**config.mk**
```make
export PLATFORM = sky130hd
export DESIGN_NAME = ct_share_arbiter
export DESIGN_NICKNAME = d
export VERILOG_FILES = /design/src/rtl/ct_share_arbiter.sv
export SDC_FILE = /design/constraint.sdc
export NUM_CORES = 1
export LEC_CHECK = 0
export BUFFER_PORTS_ARGS = -buffer_cell sky130_fd_sc_hd__clkbuf_2
export CAP_MARGIN = 20
export CORE_ASPECT_RATIO = 0.9
export CORE_MARGIN = 2
export CORE_UTILIZATION = 40
export CTS_CLUSTER_DIAMETER = 30
export DETAILED_ROUTE_END_ITERATION = 10
export HOLD_SLACK_MARGIN = 0.12
export PLACE_DENSITY = 0.75
export RECOVER_POWER = 50
export SKIP_LAST_GASP = 1
export SYNTH_ARGS = -nofsm -noshare
export SYNTH_HDL_FRONTEND = slang
export SYNTH_SLANG_ARGS = --single-unit
```
**constraint.sdc**
```tcl
create_clock -name i_clk -period 2.6 [get_ports i_clk]
set_input_delay 0.26 -clock i_clk [delete_from_list [all_inputs] [get_ports i_clk]]
set_output_delay 0.26 -clock i_clk [all_outputs]
set_load 0.01 [all_outputs]
```
**src/rtl/ct_share_arbiter.sv**
```systemverilog
// Two-requester burst round-robin front end for a shared ColorTransform.
// Forward pixels carry an owner tag through an in-order FIFO so that each
// returning grey pixel is steered back to the requester that issued it.
module ct_share_arbiter #(
    parameter  int unsigned BURST = 16,
    parameter  int unsigned DEPTH = 8,
    localparam int unsigned PW    = 24,
    localparam int unsigned CNTW  = 16
) (
    input  logic            i_clk,
    input  logic            i_rst,

    input  logic            i_rgb0_vld,
    input  logic [PW-1:0]   i_rgb0_data,
    output logic            i_rgb0_busy,

    input  logic            i_rgb1_vld,
    input  logic [PW-1:0]   i_rgb1_data,
    output logic            i_rgb1_busy,

    output logic            o_ct_rgb_vld,
    output logic [PW-1:0]   o_ct_rgb_data,
    input  logic            o_ct_rgb_busy,

    input  logic            i_ct_grey_vld,
    input  logic [PW-1:0]   i_ct_grey_data,
    output logic            i_ct_grey_busy,

    output logic            o_grey0_vld,
    output logic [PW-1:0]   o_grey0_data,
    input  logic            o_grey0_busy,

    output logic            o_grey1_vld,
    output logic [PW-1:0]   o_grey1_data,
    input  logic            o_grey1_busy,

    output logic [CNTW-1:0] o_cnt0,
    output logic [CNTW-1:0] o_cnt1,
    output logic            o_err
);

    localparam int unsigned BW = $clog2(BURST) + 1;
    localparam int unsigned AW = $clog2(DEPTH);
    localparam int unsigned CW = $clog2(DEPTH) + 1;

    typedef enum logic {
        IDLE  = 1'b0,
        SERVE = 1'b1
    } state_t;

    state_t          state, state_n;
    logic            owner, owner_n;
    logic            last, last_n;
    logic [BW-1:0]   bcnt, bcnt_n;

    logic [DEPTH-1:0] tag_mem;
    logic [AW-1:0]    wptr, rptr;
    logic [CW-1:0]    tag_cnt;
    logic             tag_full, tag_empty, head;

    logic            vld_owner, req_other, req_last;
    logic            in_xfer, out_xfer;

    // Request view from the arbiter's point of view
    assign vld_owner = owner ? i_rgb1_vld : i_rgb0_vld;
    assign req_other = last  ? i_rgb0_vld : i_rgb1_vld;
    assign req_last  = last  ? i_rgb1_vld : i_rgb0_vld;

    assign tag_full  = (tag_cnt == CW'(DEPTH));
    assign tag_empty = (tag_cnt == '0);
    assign head      = tag_mem[rptr];

    // Forward path: owner stream muxed straight through, gated by tag space
    assign o_ct_rgb_vld  = (state == SERVE) & vld_owner & ~tag_full;
    assign o_ct_rgb_data = owner ? i_rgb1_data : i_rgb0_data;
    assign i_rgb0_busy   = (state != SERVE) | owner  | o_ct_rgb_busy | tag_full;
    assign i_rgb1_busy   = (state != SERVE) | ~owner | o_ct_rgb_busy | tag_full;
    assign in_xfer       = o_ct_rgb_vld & ~o_ct_rgb_busy;

    // Return path: FIFO head tag selects the destination
    assign o_grey0_vld    = i_ct_grey_vld & ~tag_empty & ~head;
    assign o_grey1_vld    = i_ct_grey_vld & ~tag_empty &  head;
    assign o_grey0_data   = i_ct_grey_data;
    assign o_grey1_data   = i_ct_grey_data;
    assign i_ct_grey_busy = tag_empty | (head ? o_grey1_busy : o_grey0_busy);
    assign out_xfer       = i_ct_grey_vld & ~i_ct_grey_busy;

    // Arbiter state register
    always_ff @(posedge i_clk or negedge i_rst) begin
        if (!i_rst) begin
            state <= IDLE;
            owner <= 1'b0;
            last  <= 1'b1;
            bcnt  <= '0;
        end else begin
            state <= state_n;
            owner <= owner_n;
            last  <= last_n;
            bcnt  <= bcnt_n;
        end
    end

    // Arbiter next state: alternate preference, end burst on limit or idle owner
    always_comb begin
        state_n = state;
        owner_n = owner;
        last_n  = last;
        bcnt_n  = bcnt;
        case (state)
            IDLE: begin
                bcnt_n = '0;
                if (req_other) begin
                    owner_n = ~last;
                    state_n = SERVE;
                end else if (req_last) begin
                    owner_n = last;
                    state_n = SERVE;
                end
            end
            SERVE: begin
                if (in_xfer) begin
                    if (bcnt == BW'(BURST - 1)) begin
                        state_n = IDLE;
                        last_n  = owner;
                        bcnt_n  = '0;
                    end else begin
                        bcnt_n = bcnt + BW'(1);
                    end
                end else if (!vld_owner) begin
                    state_n = IDLE;
                    last_n  = owner;
                    bcnt_n  = '0;
                end
            end
            default: state_n = IDLE;
        endcase
    end

    // Tag FIFO: push on forward transfer, pop on return transfer
    always_ff @(posedge i_clk or negedge i_rst) begin
        if (!i_rst) begin
            tag_mem <= '0;
            wptr    <= '0;
            rptr    <= '0;
            tag_cnt <= '0;
        end else begin
            if (in_xfer) begin
                tag_mem[wptr] <= owner;
                wptr          <= wptr + AW'(1);
            end
            if (out_xfer) begin
                rptr <= rptr + AW'(1);
            end
            case ({in_xfer, out_xfer})
                2'b10:   tag_cnt <= tag_cnt + CW'(1);
                2'b01:   tag_cnt <= tag_cnt - CW'(1);
                default: tag_cnt <= tag_cnt;
            endcase
        end
    end

    // Delivered-pixel counters and sticky orphan-pixel flag
    always_ff @(posedge i_clk or negedge i_rst) begin
        if (!i_rst) begin
            o_cnt0 <= '0;
            o_cnt1 <= '0;
            o_err  <= 1'b0;
        end else begin
            if (out_xfer && !head) begin
                o_cnt0 <= o_cnt0 + CNTW'(1);
            end
            if (out_xfer && head) begin
                o_cnt1 <= o_cnt1 + CNTW'(1);
            end
            if (i_ct_grey_vld && tag_empty) begin
                o_err <= 1'b1;
            end
        end
    end

endmodule

```
==> results of run 1 <==
## sequential cells by signal (all words and copies together) (netlist names)
signal,cells
o_err,1
o_cnt0,16
last,1
wptr,3
tag_cnt,4
tag_mem,8
state,1
bcnt,5
owner,1
rptr,3
o_cnt1,16
## critical path, cell delays in order, from the launching register on
cell	delay, ns
sky130_fd_sc_hd__dfrtp_1	0.41
sky130_fd_sc_hd__o41ai_4	0.40
sky130_fd_sc_hd__nand2b_4	0.21
sky130_fd_sc_hd__nor3_4	0.04
sky130_fd_sc_hd__a21o_1	0.21
sky130_fd_sc_hd__ha_2	0.20
sky130_fd_sc_hd__xor2_1	0.16
sky130_fd_sc_hd__ha_1	0.22
sky130_fd_sc_hd__nor4b_1	0.16
sky130_fd_sc_hd__a221oi_1	0.24
sky130_fd_sc_hd__nand3_1	0.11
## logic make-up after synthesis
| kind of cell | count (synthesis) | synth area share (%) |
|---|---|---|
| AO/OA/AOI/OAI | 32 | 6.62 |
| XOR/XNOR | 38 | 9.04 |
| adder cells (fa/ha/maj) | 7 | 2.38 |
| buffers and inverters | 67 | 12.0 |
| flip-flops | 59 | 40.1 |
| multiplexers | 41 | 12.3 |
| AND/OR/NAND/NOR | 120 | 17.6 |
## path summary, 6_finish.rpt
path | from | to | slack [ns] | depth (start not counted)
setup / recovery | tag_cnt[0]$_DFFE_PN0P_ | tag_cnt[2]$_DFFE_PN0P_ | 0.13 | 10
hold / removal | i_rgb0_vld | owner$_DFFE_PN0P_ | 0.16 | 2
setup reg to reg | tag_cnt[0]$_DFFE_PN0P_ | tag_cnt[2]$_DFFE_PN0P_ | 0.13 | 10
hold reg to reg | o_cnt1[15]$_DFFE_PN0P_ | o_cnt1[15]$_DFFE_PN0P_ | 0.47 | 1
max in group asynchronous | i_rst | rptr[0]$_DFFE_PN0P_ | 0.72 | 3
min in group asynchronous | i_rst | o_cnt1[15]$_DFFE_PN0P_ | 0.90 | 3
## where the power goes
| group | switching, mW | leakage (nW) | internal [mW] |
|---|---|---|---|
| Combinational | 0.986 | 1.25 | 0.928 |
| Clock | 0.354 | 0.108 | 0.557 |
| Sequential | 0.282 | 0.766 | 1.17 |
## cell usage after synthesis (2+ instances only)
library cell               instances  area [um^2]
sky130_fd_sc_hd__a21oi_1           5         25.0
sky130_fd_sc_hd__a31oi_1           2         12.5
sky130_fd_sc_hd__and2_1            5         31.3
sky130_fd_sc_hd__and3_1            4         25.0
sky130_fd_sc_hd__buf_1             2         7.51
sky130_fd_sc_hd__buf_2             4         20.0
sky130_fd_sc_hd__buf_4            49          368
sky130_fd_sc_hd__clkbuf_1          6         22.5
sky130_fd_sc_hd__dfrtp_1          58         1450
sky130_fd_sc_hd__ha_1              7         87.6
sky130_fd_sc_hd__inv_1             6         22.5
sky130_fd_sc_hd__mux2_2           35          394
sky130_fd_sc_hd__mux2i_1           6         60.1
sky130_fd_sc_hd__nand2_1          36          135
sky130_fd_sc_hd__nand2b_1          5         31.3
sky130_fd_sc_hd__nand3_1          13         65.1
sky130_fd_sc_hd__nand3b_1          4         30.0
sky130_fd_sc_hd__nand4_1           4         25.0
sky130_fd_sc_hd__nor2_1           23         86.3
sky130_fd_sc_hd__nor2b_1           2         12.5
sky130_fd_sc_hd__nor3_1            7         35.0
sky130_fd_sc_hd__nor3_2            4         40.0
sky130_fd_sc_hd__nor4_1            2         12.5
sky130_fd_sc_hd__nor4b_1           2         17.5
sky130_fd_sc_hd__o21ai_0          11         55.1
sky130_fd_sc_hd__xnor2_1          14          123
sky130_fd_sc_hd__xor2_1           24          210
## layer usage
layer,up-vias,track usage [%],share of wire (%)
met2,65,27.1,50
met1,1330,19.4,44
met5,-,0,0
li1,1368,-,-
met4,0,5.22,1.0
met3,13,5.13,5.0
## stage by stage
step	instances	total power [mW]
2_1_floorplan	364	2.81
3_3_place_gp	556	3.29
3_5_place_dp	556	3.36
4_1_cts	572	4.31
5_1_grt	574	4.59
6_report	574	4.28
## what timing repair did
action,in CTS,in global routing
endpoints found under the setup margin,0,2
setup buffers,0,2
gates resized for setup,0,4
hold buffers,1,0
hold endpoints to repair,58,0
## cell type report
class / count / area [um^2]
Inverter: 6 / 22.5
Clock buffer: 10 / 138
Clock inverter: 5 / 77.6
Timing Repair Buffer: 134 / 673
Sequential cell: 59 / 1480
Tap cell: 122 / 153
Multi-Input combinational cell: 238 / 1780
Fill cell: 851 / 4720
==> flow_metrics.tcl, run 1 <==
set metrics [dict create \
    worstSetupStartpointType "flip-flop" \
    coreArea_um2 9040 \
    cts_max_path_buffers 2 \
    viasPerCell 4.84 \
    die_extent_in_x_um 105 \
    async_reset_ff_share_pct 100 \
    crit_required_ns 2.81 \
    final_worst_slack_ns 0.128 \
    final_cell_mix "89 x sky130_fd_sc_hd__clkbuf_2, 57 x sky130_fd_sc_hd__dfrtp_1, 36 x sky130_fd_sc_hd__nand2_1, 35 x sky130_fd_sc_hd__mux2_2, 30 x sky130_fd_sc_hd__clkbuf_1" \
    postSynthRegisterBits 59 \
    cts_made_buffers 9 \
    synthFlopType "sky130_fd_sc_hd__dfrtp_1" \
    setup_tns_ns 0 \
    power.static_leakage_nw 2.12 \
    max-vdd-ir-drop_mv 0.482 \
    finalClockSkew_ns 0.00783 \
    drt-total-wl_mm 7.80 \
    grt_pass1_wl_mm 12.8 \
    fp.dieH_um 95.0 \
    number_of_global_route_vias_before_repair 2811 \
    fmaxAchievable_mhz 405 \
    seq_area_frac_synth_pct 40.1 \
    cts.sink_count 59 \
    power_density_nw_per_um2 989 \
    area_growth_pct 17.4 \
    antenna_found_initial 0 \
    antenna-diode-count 0 \
    cts_root_buffer "sky130_fd_sc_hd__clkbuf_8" \
    cts_tree "yes" \
    utilization_pct 47.8 \
    syn-mean-instance-area_um2 10.1 \
    dr_total_vias 2776 \
    synth_nets 451 \
    period_minus_ws_final_ns 2.47 \
    post-route-drc-count 0 \
    placementRows 33 \
    post_dp_cell_area_um2 4110 \
    final.period_utilization_pct 95.1 \
    final-hold-violation-count 0 \
    finalMaxSlewViolations 0 \
    max_slew_margin_pct 2.74 \
    pin_count 191 \
    maxCapViolCount 0 \
    finish.instance_area_um2 4320 \
    floorplan.initialDensity_pct 40.7 \
    post_route_cells_drive_above_1_share_pct 37.8 \
    rsz_0062_raised_after_global_routing "false" \
    gp_congestion 0.895 \
    floorplan.die_area_um2 9990 \
    grt_remaining_overflow 0 \
    clock_insertion_delay_worst_skew_ns 0.34 \
    cell_area_after_synthesis_um2 3680 \
    number_of_buffer_cells_added_on_primary_ports 118 \
    ys.warnings.count 0 \
    timing.hold.worst.class "input port to flip-flop" \
    worst_setup_hold_path_clk_slew_ns 0.07 \
    critical_path_arrival_ns 2.69 \
    final_worst_hold_slack_ns 0.161 \
    detail_route.first_pass.iterations 4 \
    worst-slew-pin-transition_ns 1.46 \
    timing.setup.critical_path_class "flip-flop to flip-flop" \
    pre_cts_setup_slack_ns 0.0931 \
    drtAntennaViolNets 0 \
    synthCells 364 \
    track_usage_pct 15.9 \
    status "complete, no violations" \
    layout.nets 535 \
    crit_path_max_fanout 4 \
    routedWlPerCell_um 13.6 \
    detailedPlacementHpwl_mm 5.80 \
    layout_commonest_cell "sky130_fd_sc_hd__clkbuf_2" \
    drtIter0Drc 110 \
    setup_viol_count_final 0 \
    synth_enable_flop_cells 0 \
    synth.distinct_cells 51 \
    grt_max_degree 60 \
    end_kind "flip-flop" \
    htree_levels 3 \
]
Note: power is estimated with default switching activity, not from simulation.
==> inputs of run 2 (changes only) <==
--- a/config.mk
+++ b/config.mk
@@ -5,15 +5,17 @@
 export SDC_FILE = /design/constraint.sdc
 export NUM_CORES = 1
 export LEC_CHECK = 0
+export ABC_AREA = 1
 export BUFFER_PORTS_ARGS = -buffer_cell sky130_fd_sc_hd__clkbuf_2
 export CAP_MARGIN = 20
 export CORE_ASPECT_RATIO = 0.9
 export CORE_MARGIN = 2
 export CORE_UTILIZATION = 40
+export CTS_BUF_LIST = sky130_fd_sc_hd__clkbuf_8
 export CTS_CLUSTER_DIAMETER = 30
 export DETAILED_ROUTE_END_ITERATION = 10
 export HOLD_SLACK_MARGIN = 0.12
-export PLACE_DENSITY = 0.75
+export PLACE_DENSITY = 0.74
 export RECOVER_POWER = 50
 export SKIP_LAST_GASP = 1
 export SYNTH_ARGS = -nofsm -noshare
==> flow_metrics.tcl, run 2 <==
set metrics [dict create \
    status "complete, no violations" \
    timing.hold.worst.class "input port to flip-flop" \
    cts_tree "yes" \
    drt-total-wl_mm 8.73 \
    critical_path.cell_chain "inv_2, nand2_1, nand3_1, nand3_1, nand2_1, nand2_1, nand2_2, nand2_2, inv_1, ha_2, xnor2_1, inv_1, ha_1, inv_1, nand3_1, nand3_1, nand2_1" \
    final-hold-violation-count 0 \
    utilization_pct 46.7 \
    antenna-diode-count 0 \
    max-vdd-ir-drop_mv 0.529 \
    grt_remaining_overflow 0 \
    pin_count 191 \
    power.static_leakage_nw 2.29 \
    cts.sink_count 59 \
    final_cell_mix "192 x sky130_fd_sc_hd__nand2_1, 93 x sky130_fd_sc_hd__clkbuf_2, 57 x sky130_fd_sc_hd__dfrtp_1, 53 x sky130_fd_sc_hd__inv_1" \
    cts_max_path_buffers 2 \
    crit-reg2reg-capture "tag_cnt[2]$_DFFE_PN0P_" \
    floorplan.die_area_um2 10500 \
    htree_levels 3 \
    worstHoldStart "i_ct_grey_vld" \
    worstSetupStartpointType "flip-flop" \
    crit_required_ns 2.83 \
    layout_commonest_cell "sky130_fd_sc_hd__nand2_1" \
    netlist.top_cell.by_area "sky130_fd_sc_hd__dfrtp_1" \
    post-route-drc-count 0 \
    cp_slowest_stage_delay_ns 0.44 \
    synthFlopType "sky130_fd_sc_hd__dfrtp_1" \
    timing.setup.critical_path_class "flip-flop to flip-flop" \
    synthCells 529 \
    worst-slew-pin-transition_ns 1.43 \
    track_usage_pct 17.2 \
    worst_setup_hold_path_clk_slew_ns 0.07 \
    area_growth_pct 14.9 \
    rsz_0062_raised_after_global_routing "false" \
    viasPerCell 4.76 \
    floorplan.initialDensity_pct 40.6 \
    timing.critical_path.max_delay_family "simple AND/OR/NAND/NOR gates" \
    fp.dieH_um 97.3 \
    synth_nets 616 \
    finalClockSkew_ns 0.0120 \
    number_of_buffer_cells_added_on_primary_ports 118 \
    max_slew_margin_pct 4.52 \
    synthTopCellsByArea "sky130_fd_sc_hd__dfrtp_1 38%, sky130_fd_sc_hd__nand2_1 19%, sky130_fd_sc_hd__buf_4 9.5%" \
    ys.warnings.count 0 \
    grt_pass1_wl_mm 14.6 \
    end_kind "flip-flop" \
    crit_path_max_fanout 6 \
    layout.nets 696 \
    maxCapViolCount 0 \
    die_extent_in_x_um 108 \
    detail_route.first_pass.iterations 5 \
    async_reset_ff_share_pct 100 \
    dr_total_vias 3520 \
    clock_insertion_delay_worst_skew_ns 0.34 \
    drtIter0Drc 167 \
    cell_area_after_synthesis_um2 3870 \
    post_dp_cell_area_um2 4240 \
    antenna_found_initial 0 \
    timing.critical_path.slowest_stage_cell "sky130_fd_sc_hd__dfrtp_2" \
    timing.reg2reg.worst_path_depth 17 \
    placementRows 34 \
    routedWlPerCell_um 11.8 \
    synth.distinct_cells 31 \
    syn-mean-instance-area_um2 7.32 \
    ys_top_cells_by_count "192 x sky130_fd_sc_hd__nand2_1, 58 x sky130_fd_sc_hd__dfrtp_1, 53 x sky130_fd_sc_hd__inv_1" \
    detailedPlacementHpwl_mm 6.72 \
    gp_congestion 0.923 \
    critical_path_arrival_ns 2.58 \
    period_minus_ws_final_ns 2.35 \
    grt_max_degree 60 \
    synth_enable_flop_cells 0 \
    largest_registers "o_cnt0 x16, o_cnt1 x16, tag_mem x8" \
    number_of_global_route_vias_before_repair 3384 \
    most_frequent_cell_after_synthesis "sky130_fd_sc_hd__nand2_1" \
    setup_viol_count_final 0 \
    crit-reg2reg-launch "rptr[0]$_DFFE_PN0P_" \
    power_density_nw_per_um2 967 \
    regToRegSetupSlack_ns 0.25 \
    cts_root_buffer "sky130_fd_sc_hd__clkbuf_8" \
    setup_tns_ns 0 \
    drtAntennaViolNets 0 \
    worstHoldPathCells 3 \
    post_route_cells_drive_above_1_share_pct 21.7 \
    postSynthRegisterBits 59 \
    finalMaxSlewViolations 0 \
    min_delay_worst_endpoint "o_err$_DFFE_PN0P_" \
    finish.instance_area_um2 4450 \
    cts_made_buffers 9 \
    fmaxAchievable_mhz 426 \
    timing.critical_path.buf_inv 4 \
    coreArea_um2 9530 \
    final.period_utilization_pct 90.3 \
    seq_area_frac_synth_pct 38.2 \
    yosysTopAreaCellShare_pct 37.5 \
]
## run 2: cell count changes after synthesis, moves of 5 or more
| cell | change |
|---|---|
| sky130_fd_sc_hd__nand3_1 | +10 |
| sky130_fd_sc_hd__mux2_2 | -35 |
| sky130_fd_sc_hd__mux2i_1 | -5 |
| sky130_fd_sc_hd__nand2_1 | +156 |
| sky130_fd_sc_hd__nand4_1 | +6 |
| sky130_fd_sc_hd__inv_1 | +47 |
| sky130_fd_sc_hd__nand2b_1 | -5 |
| sky130_fd_sc_hd__o21ai_0 | +16 |
| sky130_fd_sc_hd__and2_1 | -5 |
## run 2: repair_timing
item	4_1_cts	5_1_grt
gates resized for setup	0	3
setup buffers	0	3
endpoints found under the setup margin	0	2
hold endpoints to repair	58	0
hold buffers	1	0
## run 2: how the worst max path moves through the flow
stage,from,endpoint,cells after the start
after CTS,tag_cnt[0]$_DFFE_PN0P_,tag_cnt[2]$_DFFE_PN0P_,13
after detailed placement,owner$_DFFE_PN0P_,tag_cnt[2]$_DFFE_PN0P_,12
after global placement,rptr[0]$_DFFE_PN0P_,tag_cnt[2]$_DFFE_PN0P_,17
after global routing,rptr[0]$_DFFE_PN0P_,tag_cnt[2]$_DFFE_PN0P_,17
final,rptr[0]$_DFFE_PN0P_,tag_cnt[2]$_DFFE_PN0P_,17
after floorplan,owner$_DFFE_PN0P_,tag_cnt[2]$_DFFE_PN0P_,13
## run 2: power breakdown
part	switching [mW]	internal (mW)	total (mW)
combinational	1.26	0.714	1.97
clock	0.388	0.468	0.856
sequential	0.284	1.19	1.47
total	1.93	2.37	4.30
## run 2: final cells by class
| cell class | instances | area, um^2 |
|---|---|---|
| Multi-Input combinational cell | 356 | 1770 |
| Clock inverter | 6 | 65.1 |
| Timing Repair Buffer | 125 | 611 |
| Tap cell | 126 | 158 |
| Clock buffer | 10 | 138 |
| Sequential cell | 59 | 1480 |
| Fill cell | 980 | 5080 |
| Inverter | 58 | 224 |
## run 2: worst reg2reg max path, delay by kind of cell, from the launching register on
kind	cells	cell delay, ns
xor+xnor	1	0.13
simple gates	10	0.86
fa+ha+maj	2	0.42
buf+inv	4	0.40
flops	1	0.44
## run 2: cell families after synthesis
logic type / count (synthesis) / share of synthesized area [%]
and+or+nand+nor: 274 / 29.8
buffers and inverters: 114 / 16.1
DFF: 59 / 38.2
AOI/OAI and AO/OA: 38 / 5.24
xor gates and xnor gates: 36 / 8.15
adders and majority gates: 7 / 2.26
muxes: 1 / 0.259
## run 2: routing by layer
metal | global-route usage, % | routed length (um) | vias to the layer above
met5 | 0 | 0 | -
met4 | 4.73 | 65 | 0
met3 | 5.50 | 594 | 4
met2 | 30.6 | 4470 | 150
met1 | 19.6 | 3590 | 1603
li1 | - | - | 1763
## run 2: metrics by stage
stage                     power [mW]  std cells  worst slack [ns]  hold WS [ns]
after detailed placement        3.46        720             0.240         0.468
after global placement          3.38        720             0.414         0.454
after global routing            4.69        740            0.0104         0.156
final                           4.30        740             0.252         0.168
after CTS                       4.34        737             0.196         0.160
after floorplan                 2.86        529             0.467       -0.0356
